<file path="src/rtl/vga_framebuffer_reader_if.sv">
// ----------------------------------------------------------------------------
// vga_framebuffer_reader_if
// Groups the scan-out engine's frame buffer read port and its DAC-side
// outputs into one bundle.
//   piul1Enable        scan-out enable (sampled by the reader at frame boundary)
//   poul17ReadAddress  frame buffer read address
//   piul24ReadData     frame buffer read data {R,G,B}, one clock after address
//   poul8Red/Green/Blue DAC colour data
//   poul1HSyncN/VSyncN active-low syncs
//   poul1BlankN        ADV7123 BLANK_n, high only on visible pixels
//   poul1FrameStart    one-clock pulse with pixel (0,0) on the colour outputs
// Modport master is the reader; slave is the frame buffer / DAC side.
// ----------------------------------------------------------------------------
interface vga_framebuffer_reader_if;
    logic        piul1Enable;
    logic [16:0] poul17ReadAddress;
    logic [23:0] piul24ReadData;
    logic [7:0]  poul8Red;
    logic [7:0]  poul8Green;
    logic [7:0]  poul8Blue;
    logic        poul1HSyncN;
    logic        poul1VSyncN;
    logic        poul1BlankN;
    logic        poul1FrameStart;

    modport master (
        input  piul1Enable,
        input  piul24ReadData,
        output poul17ReadAddress,
        output poul8Red,
        output poul8Green,
        output poul8Blue,
        output poul1HSyncN,
        output poul1VSyncN,
        output poul1BlankN,
        output poul1FrameStart
    );

    modport slave (
        output piul1Enable,
        output piul24ReadData,
        input  poul17ReadAddress,
        input  poul8Red,
        input  poul8Green,
        input  poul8Blue,
        input  poul1HSyncN,
        input  poul1VSyncN,
        input  poul1BlankN,
        input  poul1FrameStart
    );
endinterface

</file>
<file path="src/rtl/vga_framebuffer_reader.sv">
// ----------------------------------------------------------------------------
// vga_framebuffer_reader
// VGA scan-out engine: generates display timing from the pixel clock, reads a
// half-resolution frame buffer with 2x2 pixel replication and forwards the
// returned pixel with matched sync/blank/frame-start to the DAC.
// Ports:
//   piul1Clock   pixel clock, rising edge
//   piul1ResetN  asynchronous active-low reset
//   bus          vga_framebuffer_reader_if.master (read port + DAC outputs)
// Every DAC-side output is three clocks behind the timing counters; the read
// address is one clock behind them.
// ----------------------------------------------------------------------------
module vga_framebuffer_reader #(
    parameter int H_ACTIVE = 640,
    parameter int H_FP     = 16,
    parameter int H_SYNC   = 96,
    parameter int H_BP     = 48,
    parameter int V_ACTIVE = 480,
    parameter int V_FP     = 10,
    parameter int V_SYNC   = 2,
    parameter int V_BP     = 33
) (
    input  logic                     piul1Clock,
    input  logic                     piul1ResetN,
    vga_framebuffer_reader_if.master bus
);
    localparam int H_TOTAL = H_ACTIVE + H_FP + H_SYNC + H_BP;
    localparam int V_TOTAL = V_ACTIVE + V_FP + V_SYNC + V_BP;
    localparam int HC_W    = $clog2(H_TOTAL);
    localparam int VC_W    = $clog2(V_TOTAL);
    localparam int ADDR_W  = 17;
    localparam int DATA_W  = 24;

    localparam logic [HC_W-1:0]   HC_LAST   = HC_W'(H_TOTAL - 1);
    localparam logic [HC_W-1:0]   HC_ACT    = HC_W'(H_ACTIVE);
    localparam logic [HC_W-1:0]   HS_FIRST  = HC_W'(H_ACTIVE + H_FP);
    localparam logic [HC_W-1:0]   HS_LAST   = HC_W'(H_ACTIVE + H_FP + H_SYNC - 1);
    localparam logic [VC_W-1:0]   VC_LAST   = VC_W'(V_TOTAL - 1);
    localparam logic [VC_W-1:0]   VC_ACT    = VC_W'(V_ACTIVE);
    localparam logic [VC_W-1:0]   VS_FIRST  = VC_W'(V_ACTIVE + V_FP);
    localparam logic [VC_W-1:0]   VS_LAST   = VC_W'(V_ACTIVE + V_FP + V_SYNC - 1);
    localparam logic [ADDR_W-1:0] LINE_STEP = ADDR_W'(H_ACTIVE / 2);

    typedef enum logic {IDLE, SCAN} state_t;

    state_t              r_state;
    state_t              w_state_next;
    logic [HC_W-1:0]     r_hc;
    logic [VC_W-1:0]     r_vc;
    logic [ADDR_W-1:0]   r_line_base;

    logic                w_line_end;
    logic                w_frame_end;
    logic                w_scan;
    logic                w_vld;
    logic [ADDR_W-1:0]   w_addr;
    logic                w_hs_n;
    logic                w_vs_n;
    logic                w_fs;

    logic [ADDR_W-1:0]   r_addr_p1;
    logic                r_vld_p1, r_hs_n_p1, r_vs_n_p1, r_fs_p1;
    logic                r_vld_p2, r_hs_n_p2, r_vs_n_p2, r_fs_p2;
    logic [DATA_W-1:0]   r_rgb_p3;
    logic                r_vld_p3, r_hs_n_p3, r_vs_n_p3, r_fs_p3;

    // Colour is forced to black whenever the pixel is not visible.
    function automatic logic [DATA_W-1:0] blank_pixel(input logic vld,
                                                      input logic [DATA_W-1:0] px);
        return vld ? px : '0;
    endfunction

    assign w_line_end  = (r_hc == HC_LAST);
    assign w_frame_end = w_line_end && (r_vc == VC_LAST);
    assign w_scan      = (r_state == SCAN);

    always_ff @(posedge piul1Clock or negedge piul1ResetN) begin
        if (!piul1ResetN) begin
            r_state <= IDLE;
        end else begin
            r_state <= w_state_next;
        end
    end

    // Enable is only looked at in IDLE or on the last clock of a frame.
    always_comb begin
        w_state_next = r_state;
        case (r_state)
            IDLE: if (bus.piul1Enable) w_state_next = SCAN;
            SCAN: if (w_frame_end && !bus.piul1Enable) w_state_next = IDLE;
            default: w_state_next = IDLE;
        endcase
    end

    // Timing counters. The line base steps by one buffer row after every odd
    // visible line, which gives (vc>>1)*row_width without a multiplier.
    always_ff @(posedge piul1Clock or negedge piul1ResetN) begin
        if (!piul1ResetN) begin
            r_hc        <= '0;
            r_vc        <= '0;
            r_line_base <= '0;
        end else if (!w_scan || w_frame_end) begin
            r_hc        <= '0;
            r_vc        <= '0;
            r_line_base <= '0;
        end else if (w_line_end) begin
            r_hc <= '0;
            r_vc <= r_vc + 1'b1;
            if (r_vc[0] && (r_vc < VC_ACT)) begin
                r_line_base <= r_line_base + LINE_STEP;
            end
        end else begin
            r_hc <= r_hc + 1'b1;
        end
    end

    assign w_vld  = w_scan && (r_hc < HC_ACT) && (r_vc < VC_ACT);
    assign w_addr = w_vld ? (r_line_base + {{(ADDR_W - HC_W + 1){1'b0}}, r_hc[HC_W-1:1]})
                          : '0;
    assign w_hs_n = !(w_scan && (r_hc >= HS_FIRST) && (r_hc <= HS_LAST));
    assign w_vs_n = !(w_scan && (r_vc >= VS_FIRST) && (r_vc <= VS_LAST));
    assign w_fs   = w_scan && (r_hc == '0) && (r_vc == '0);

    // Stage p1: read address issued, controls registered alongside.
    always_ff @(posedge piul1Clock or negedge piul1ResetN) begin
        if (!piul1ResetN) begin
            r_addr_p1 <= '0;
            r_vld_p1  <= 1'b0;
            r_hs_n_p1 <= 1'b1;
            r_vs_n_p1 <= 1'b1;
            r_fs_p1   <= 1'b0;
        end else begin
            r_addr_p1 <= w_addr;
            r_vld_p1  <= w_vld;
            r_hs_n_p1 <= w_hs_n;
            r_vs_n_p1 <= w_vs_n;
            r_fs_p1   <= w_fs;
        end
    end

    // Stage p2: frame buffer returns data; controls wait one clock to match.
    always_ff @(posedge piul1Clock or negedge piul1ResetN) begin
        if (!piul1ResetN) begin
            r_vld_p2  <= 1'b0;
            r_hs_n_p2 <= 1'b1;
            r_vs_n_p2 <= 1'b1;
            r_fs_p2   <= 1'b0;
        end else begin
            r_vld_p2  <= r_vld_p1;
            r_hs_n_p2 <= r_hs_n_p1;
            r_vs_n_p2 <= r_vs_n_p1;
            r_fs_p2   <= r_fs_p1;
        end
    end

    // Stage p3: DAC output registers, colour and controls aligned.
    always_ff @(posedge piul1Clock or negedge piul1ResetN) begin
        if (!piul1ResetN) begin
            r_rgb_p3  <= '0;
            r_vld_p3  <= 1'b0;
            r_hs_n_p3 <= 1'b1;
            r_vs_n_p3 <= 1'b1;
            r_fs_p3   <= 1'b0;
        end else begin
            r_rgb_p3  <= blank_pixel(r_vld_p2, bus.piul24ReadData);
            r_vld_p3  <= r_vld_p2;
            r_hs_n_p3 <= r_hs_n_p2;
            r_vs_n_p3 <= r_vs_n_p2;
            r_fs_p3   <= r_fs_p2;
        end
    end

    assign bus.poul17ReadAddress = r_addr_p1;
    assign bus.poul8Red          = r_rgb_p3[23:16];
    assign bus.poul8Green        = r_rgb_p3[15:8];
    assign bus.poul8Blue         = r_rgb_p3[7:0];
    assign bus.poul1HSyncN       = r_hs_n_p3;
    assign bus.poul1VSyncN       = r_vs_n_p3;
    assign bus.poul1BlankN       = r_vld_p3;
    assign bus.poul1FrameStart   = r_fs_p3;
endmodule

</file>
<file path="src/flat_wrapper.sv">
// flat-port wrapper written by rule: the top's interface ports become plain ports
module vga_framebuffer_reader_flat 
#(
    parameter int H_ACTIVE = 640,
    parameter int H_FP     = 16,
    parameter int H_SYNC   = 96,
    parameter int H_BP     = 48,
    parameter int V_ACTIVE = 480,
    parameter int V_FP     = 10,
    parameter int V_SYNC   = 2,
    parameter int V_BP     = 33
)
  (piul1Clock, piul1ResetN, bus_piul1Enable, bus_piul24ReadData, bus_poul17ReadAddress, bus_poul8Red, bus_poul8Green, bus_poul8Blue, bus_poul1HSyncN, bus_poul1VSyncN, bus_poul1BlankN, bus_poul1FrameStart);
  vga_framebuffer_reader_if bus_i ();
  input  logic piul1Clock;
  input  logic piul1ResetN;
  input wire logic [$bits(bus_i.piul1Enable)-1:0] bus_piul1Enable;
  input wire logic [$bits(bus_i.piul24ReadData)-1:0] bus_piul24ReadData;
  output wire logic [$bits(bus_i.poul17ReadAddress)-1:0] bus_poul17ReadAddress;
  output wire logic [$bits(bus_i.poul8Red)-1:0] bus_poul8Red;
  output wire logic [$bits(bus_i.poul8Green)-1:0] bus_poul8Green;
  output wire logic [$bits(bus_i.poul8Blue)-1:0] bus_poul8Blue;
  output wire logic [$bits(bus_i.poul1HSyncN)-1:0] bus_poul1HSyncN;
  output wire logic [$bits(bus_i.poul1VSyncN)-1:0] bus_poul1VSyncN;
  output wire logic [$bits(bus_i.poul1BlankN)-1:0] bus_poul1BlankN;
  output wire logic [$bits(bus_i.poul1FrameStart)-1:0] bus_poul1FrameStart;
  assign bus_i.piul1Enable = bus_piul1Enable;
  assign bus_i.piul24ReadData = bus_piul24ReadData;
  assign bus_poul17ReadAddress = bus_i.poul17ReadAddress;
  assign bus_poul8Red = bus_i.poul8Red;
  assign bus_poul8Green = bus_i.poul8Green;
  assign bus_poul8Blue = bus_i.poul8Blue;
  assign bus_poul1HSyncN = bus_i.poul1HSyncN;
  assign bus_poul1VSyncN = bus_i.poul1VSyncN;
  assign bus_poul1BlankN = bus_i.poul1BlankN;
  assign bus_poul1FrameStart = bus_i.poul1FrameStart;
  vga_framebuffer_reader #(.H_ACTIVE(H_ACTIVE), .H_FP(H_FP), .H_SYNC(H_SYNC), .H_BP(H_BP), .V_ACTIVE(V_ACTIVE), .V_FP(V_FP), .V_SYNC(V_SYNC), .V_BP(V_BP)) u_core (.piul1Clock(piul1Clock), .piul1ResetN(piul1ResetN), .bus(bus_i));
endmodule
</file>
<file path="config.mk">
export PLATFORM = sky130hd
export DESIGN_NAME = vga_framebuffer_reader_flat
export DESIGN_NICKNAME = d
export VERILOG_FILES = /design/src/rtl/vga_framebuffer_reader_if.sv /design/src/rtl/vga_framebuffer_reader.sv /design/src/flat_wrapper.sv
export SDC_FILE = /design/constraint.sdc
export NUM_CORES = 1
export LEC_CHECK = 0
export CORE_ASPECT_RATIO = 0.5
export CORE_MARGIN = 5
export CORE_UTILIZATION = 50
export DETAILED_ROUTE_END_ITERATION = 10
export PLACE_DENSITY = 0.87
export RECOVER_POWER = 100
export SLEW_MARGIN = 20
export SYNTH_ARGS = -nofsm -noshare
export SYNTH_HDL_FRONTEND = slang
export SYNTH_SLANG_ARGS = --single-unit
</file>
<file path="constraint.sdc">
create_clock -name piul1Clock -period 4.4 [get_ports piul1Clock]
set_clock_uncertainty 0.05 [all_clocks]
set_input_delay 0.66 -clock piul1Clock [delete_from_list [all_inputs] [get_ports piul1Clock]]
set_output_delay 0.66 -clock piul1Clock [all_outputs]
set_load 0.05 [all_outputs]
</file>
==> impl_metrics.csv, run 1 <==
group,metric,value,unit
cells_and_area,num-fill-cells,517,
synthesis,synth_flop_cell,"dfrtp_1",
die,core,7270,sq um
clocking,insertion_delay,0.33,ns
sta,relSlewSlack,-33.8,%
synthesis,synth_edf_count,0,
synthesis,yosys_warnings,0,
die,row_count,22,
route,dr.pass1.iters,5,
synthesis,synthSimpleGateAreaFrac,22.0,%
synthesis,synth-xor-area-share,2.12,%
clocking,clock_sinks,85,
clocking,clock_tree.root_cell,"clkbuf_16",
die,start_util,51.2,%
route,ant_nets,0,
hold_path,hold_path_class,"reg -> reg",
synthesis,avgSynthCellArea,10.8,sq um
sta,max_clock_freq,379,MHz
clocking,clock_path_buffers,2,
die,die-area,9360,sq um
clocking,cts_tree,"built",
die,die_width,132,um
synthesis,netlist_top_cells_count,"79 x dfrtp_1, 31 x and2_1, 27 x a21oi_1, 27 x nand2_1, 18 x nand3_1",
setup_path,crit_type,"reg -> reg",
sta,setup_tns,0,ns
synthesis,yosys-top-cells-area,"dfrtp_1 53%, and2_1 5.2%, dfstp_2 4.2%, a21oi_1 3.6%, ha_1 3.0%",
grt,grt_pass1_vias,2801,
synthesis,yosys_register_bits,85,
synthesis,synth_top_family_by_area,"simple AND/OR/NAND/NOR gates",
sta,hold_slack,0.297,ns
route,via_per_inst,5.74,
sta,hold_viol,0,
cells_and_area,final_nets,451,
cells_and_area,insertedDiodeCount,0,
flow_run,maxCapViolCount,1,
placed_design,io_buffers,71,
route,wl,8390,um
route,vias,2963,
cells_and_area,finalCoreUtilization,65.7,%
clocking,ctsResizeCount,0,
placed_design,dp_hpwl,5460,um
placed_design,gp_congestion,0.916,
route,drt_iter0_drc,305,
clocking,hold_buffers,0,
clocking,cts_setup_buffers,0,
outcome,status,"finished, violations left",
setup_path,crit_required,4.55,ns
synthesis,synth_top_area_share,53.2,%
synthesis,synthAdderAreaFrac,3.03,%
cells_and_area,final_area,4770,sq um
setup_path,cp_data_arrival_time,2.78,ns
synthesis,mappedNetlistArea,3720,sq um
clocking,cts_buffers,9,
outcome,failed_checks,"max-capacitance violations, max-slew violations",
grt,grt_overflow,0,
setup_path,startpoint_type,"flip-flop",
synthesis,async_flop_share,100,%
grt,track_usage,18.4,%
grt,antenna_found_initial,0,
setup_path,worst_setup_path_end_kind,"flip-flop",
synthesis,ys_seq_area_share,57.4,%
synthesis,yosysMostFrequentCell,"dfrtp_1",
power,p_per_area,345,nW/um^2
synthesis,syn_nets,381,
sta,tightest_slew,2.01,ns
grt,grt_max_degree,86,
route,drc_errors,0,
sta,min_period,2.64,ns
setup_path,path_max_fanout,15,
die,io_pins,72,
power,p_leak,2.08,nW
sta,maxSlewViolCount,86,
die,die_h,71.0,um
sta,period_share,59.9,%
synthesis,synth_top_cell_by_area,"dfrtp_1",
sta,rsz0062_at_grt,"no",
grt,grt_pass1_wl,14000,um
cells_and_area,syn_to_final_growth,28.4,%
sta,finalSetupViolCount,0,
route,post_drt_wl_per_cell,16.3,um
power,ir_drop,0.200,mV
clocking,path_clk_slew,0.06,ns
power,power.total,1.65,mW
synthesis,syn_inst,345,
cells_and_area,drive_gt1_share,5.95,%
placed_design,placed_area,4490,sq um
synthesis,synthMuxAreaShare,0.539,%
clocking,htree_levels,3,
synthesis,synth_compound_area_share,12.0,%
synthesis,yosysUniqueCellTypes,47,
## stage by stage
step | setup slack, ns | instances
4_1_cts | 2.02 | 516
5_1_grt | 1.58 | 516
3_3_place_gp | 2.16 | 500
2_1_floorplan | 2.57 | 345
6_report | 1.76 | 516
3_5_place_dp | 2.03 | 500
## flip-flops by register name, summed over array words and instances (netlist names), 10 cells and up
signal,count
u_core.bus.poul17ReadAddress,17
u_core.r_hc,10
u_core.r_line_base,11
u_core.r_rgb_p3,24
u_core.r_vc,10
## layout make-up
cell class | instances | area [sq um] | share of cell area, %
clock buffers | 10 | 229 | 4.80
clock inverters | 6 | 70.1 | 1.47
inverters | 12 | 45.0 | 0.944
multi-input cells | 236 | 1470 | 30.8
flip-flops and latches | 85 | 2130 | 44.7
well taps | 96 | 120 | 2.52
repair buffers | 71 | 706 | 14.8
## final timing paths
path                           startpoint                         end  slack [ns]  cells after the start
hold / removal             u_core.r_fs_p2  u_core.bus.poul1FrameStart        0.30                      0
setup reg to reg           u_core.r_vc[4]              u_core.r_state        1.76                      4
setup / recovery           u_core.r_vc[4]              u_core.r_state        1.76                      4
hold reg to reg            u_core.r_fs_p2  u_core.bus.poul1FrameStart        0.30                      0
min in group asynchronous     piul1ResetN              u_core.r_vc[1]        0.84                      1
max in group asynchronous     piul1ResetN             u_core.r_vld_p1        2.27                      1
## layout by cell type (no fill, tap or decap), types with 7 or more instances in the layout
cell type / n
inv_1: 10
o31ai_1: 9
nand4_1: 8
nand3_1: 19
dlygate4sd3_1: 45
a21oi_1: 27
nand2_1: 27
nor2_1: 16
nand2b_1: 9
clkbuf_16: 9
or4_1: 11
xnor2_1: 7
clkdlybuf4s50_1: 25
ha_1: 9
o32ai_1: 7
and2_0: 17
and2_1: 14
dfrtp_1: 79
## layer usage
metal  vias up  GRT usage [%]  share of wire (%)
li1       1383              -                  -
met1      1433           23.9                 44
met2       137           30.4                 48
met3        10           5.68                7.5
met4         0           5.02               0.88
met5         -              0                  0
## critical path, stage by stage (launching register included)
cell and delay (ns):
dfrtp_1 0.43, nor4_1 0.57, nand3_1 0.61, o21ai_0 0.72, nand2b_1 0.11
## where the power goes
part	leakage, nW	internal, mW	switching (mW)	total (mW)
Clock	0.136	0.444	0.305	0.749
Combinational	0.876	0.0388	0.0644	0.103
Sequential	1.07	0.793	0.00224	0.795
Total	2.08	1.28	0.372	1.65
## cell families (layout without fill, tap and decap cells)
family | count (synthesis) | count (layout)
xor gates and xnor gates | 9 | 9
muxes | 2 | 2
DFF | 85 | 85
adders and majority gates | 9 | 9
buffers and inverters | 24 | 99
AOI/OAI and AO/OA | 68 | 68
and+or+nand+nor | 148 | 148
(Power assumes the default switching activity.)
==> inputs of run 2 (changes only) <==
Clock period 4.4 ns to 2.45 ns, I/O delays scaled along.
==> run 2 against run 1 <==
The run now ends clean. Register-to-register slack got worse by 1.4 ns. Worst setup slack worse by 1.5 ns. Cell count grew 1.6%. Combinational power is 86% higher. Utilization is 0.96 points higher. Sequential power up 80%. Wire length grew 0.23%. Flip-flop and latch count is the same. Non-clock buffer count grew 8. First-iteration DRC count is 24% lower. Global-route usage increased by 0.71 points.
==> impl_metrics.csv, run 2 (synthesis gave the netlist of run 1 again) <==
group,metric,value,unit
setup_path,path_max_fanout,1,
route,vias,2928,
placed_design,placed_area,4550,sq um
cells_and_area,multi_input_area,1470,sq um
setup_path,ff2ff_path_depth,5,
route,drt_iter0_drc,232,
clocking,clock_path_buffers,2,
cells_and_area,insertedDiodeCount,0,
power,ir_drop,0.328,mV
grt,antenna_found_initial,0,
cells_and_area,final_area,4840,sq um
cells_and_area,largest_register,"u_core.r_rgb_p3",
cells_and_area,syn_to_final_growth,30.3,%
setup_path,crit_required,2.03,ns
sta,relSlewSlack,27.8,%
setup_path,cp_data_arrival_time,1.72,ns
setup_path,cp_cell_sequence,"dlygate4sd3_1",
route,dr.pass1.iters,4,
route,post_drt_wl_per_cell,16.0,um
route,ant_nets,0,
cells_and_area,regArea,2130,sq um
setup_path,cpPeakStageDelay,0.87,ns
cells_and_area,final_cell_mix,"79 x dfrtp_1, 46 x dlygate4sd3_1, 27 x a21oi_1, 27 x nand2_1, 25 x clkdlybuf4s50_1",
grt,grt_pass1_vias,2871,
placed_design,io_buffers,71,
hold_path,hold_path_class,"reg -> reg",
setup_path,crit_type,"reg -> out",
clocking,clock_tree.root_cell,"clkbuf_16",
clocking,insertion_delay,0.33,ns
sta,min_period,2.14,ns
power,p_per_area,611,nW/um^2
die,die_h,71.0,um
sta,rsz0062_at_grt,"no",
hold_path,holdPathEnd,"u_core.r_fs_p2",
sta,setup_tns,0,ns
route,via_per_inst,5.59,
sta,hold_viol,0,
setup_path,worst_setup_path_end_kind,"output port",
outcome,status,"finished clean",
sta,finalSetupViolCount,0,
die,die_width,132,um
clocking,clock_sinks,85,
flow_run,maxCapViolCount,0,
hold_path,hold_path_depth,0,
grt,grt_max_degree,45,
setup_path,critPathSlowestCell,"dlygate4sd3_1",
clocking,cts_setup_buffers,0,
route,drc_errors,0,
clocking,path_clk_slew,0.06,ns
die,start_util,51.2,%
sta,maxSlewViolCount,0,
setup_path,cp.buffers_inverters,1,
die,row_count,22,
setup_path,regToRegSetupSlack,0.32,ns
setup_path,timing.rr.end,"u_core.r_line_base[16]",
cells_and_area,num-fill-cells,514,
grt,grt_pass1_wl,14400,um
clocking,htree_levels,3,
die,io_pins,72,
setup_path,startpoint_type,"flip-flop",
setup_path,rr_startpoint,"u_core.r_hc[0]",
die,die-area,9360,sq um
clocking,cts_tree,"built",
sta,hold_slack,0.299,ns
placed_design,dp_hpwl,5740,um
setup_path,crit_family,"buffers and inverters",
grt,grt_overflow,0,
grt,track_usage,19.2,%
cells_and_area,final_nets,459,
route,wl,8400,um
sta,tightest_slew,1.08,ns
hold_path,hold_start,"u_core.r_fs_p1",
clocking,cts_buffers,9,
sta,period_share,87.4,%
power,p_leak,2.11,nW
placed_design,gp_congestion,0.884,
die,core,7270,sq um
sta,max_clock_freq,467,MHz
cells_and_area,largest_reg_flops,24,
cells_and_area,drive_gt1_share,7.01,%
cells_and_area,final_common_cell,"dfrtp_1",
## run 2: changes by cell type in the layout (fill, tap and decap cells not counted), sizes merged
cell and change:
inv -1, clkbuf +3, dlygate4sd3 +1, clkinv +2, buf +4, clkinvlp -1
## run 2: layout make-up
class	count	area share, %
Sequential cell	85	44.1
Multi-Input combinational cell	236	30.4
Timing Repair Buffer	79	15.9
Clock buffer	10	4.73
Tap cell	96	2.48
Clock inverter	6	1.47
Inverter	12	0.930
## run 2: stage by stage
step / util (%) / instances / power [mW] / worst slack, ns
2_1_floorplan: - / 345 / 1.54 / 0.625
3_3_place_gp: 62.6 / 507 / 1.65 / 0.492
3_5_place_dp: 62.6 / 507 / 1.66 / 0.382
4_1_cts: 66.9 / 524 / 3.00 / 0.355
5_1_grt: 66.6 / 524 / 3.07 / 0.130
6_report: 66.6 / 524 / 2.96 / 0.309
## run 2: power by group
part           switching (mW)  total (mW)  internal [mW]
Combinational           0.118       0.192         0.0741
Sequential            0.00455        1.43           1.42
Clock                   0.541        1.34          0.796
Total                   0.664        2.96           2.29
## run 2: layer usage
metal | track usage, % | routed length, um | up-vias
met4 | 7.64 | 140 | 0
met1 | 25.2 | 3640 | 1397
li1 | - | - | 1390
met2 | 30.7 | 4010 | 124
met5 | 0 | 0 | -
met3 | 4.90 | 620 | 17
## run 2: what timing repair did
action	CTS	global route
hold buffers	1	0
resized for setup	0	0
endpoints found under the hold margin	35	0
## run 2: how the worst max path moves through the flow
stage / slack, ns / depth (start not counted) / to / from
finish: 0.31 / 1 / bus_poul1VSyncN / u_core.bus.poul1VSyncN
global route: 0.13 / 5 / u_core.r_line_base[16] / u_core.r_hc[0]
CTS: 0.35 / 5 / u_core.r_vc[9] / u_core.r_hc[0]
detailed placement: 0.38 / 5 / u_core.r_vc[9] / u_core.r_hc[0]
global placement: 0.49 / 5 / u_core.r_vc[9] / u_core.r_hc[0]
floorplan: 0.62 / 7 / u_core.r_vc[9] / u_core.r_hc[0]
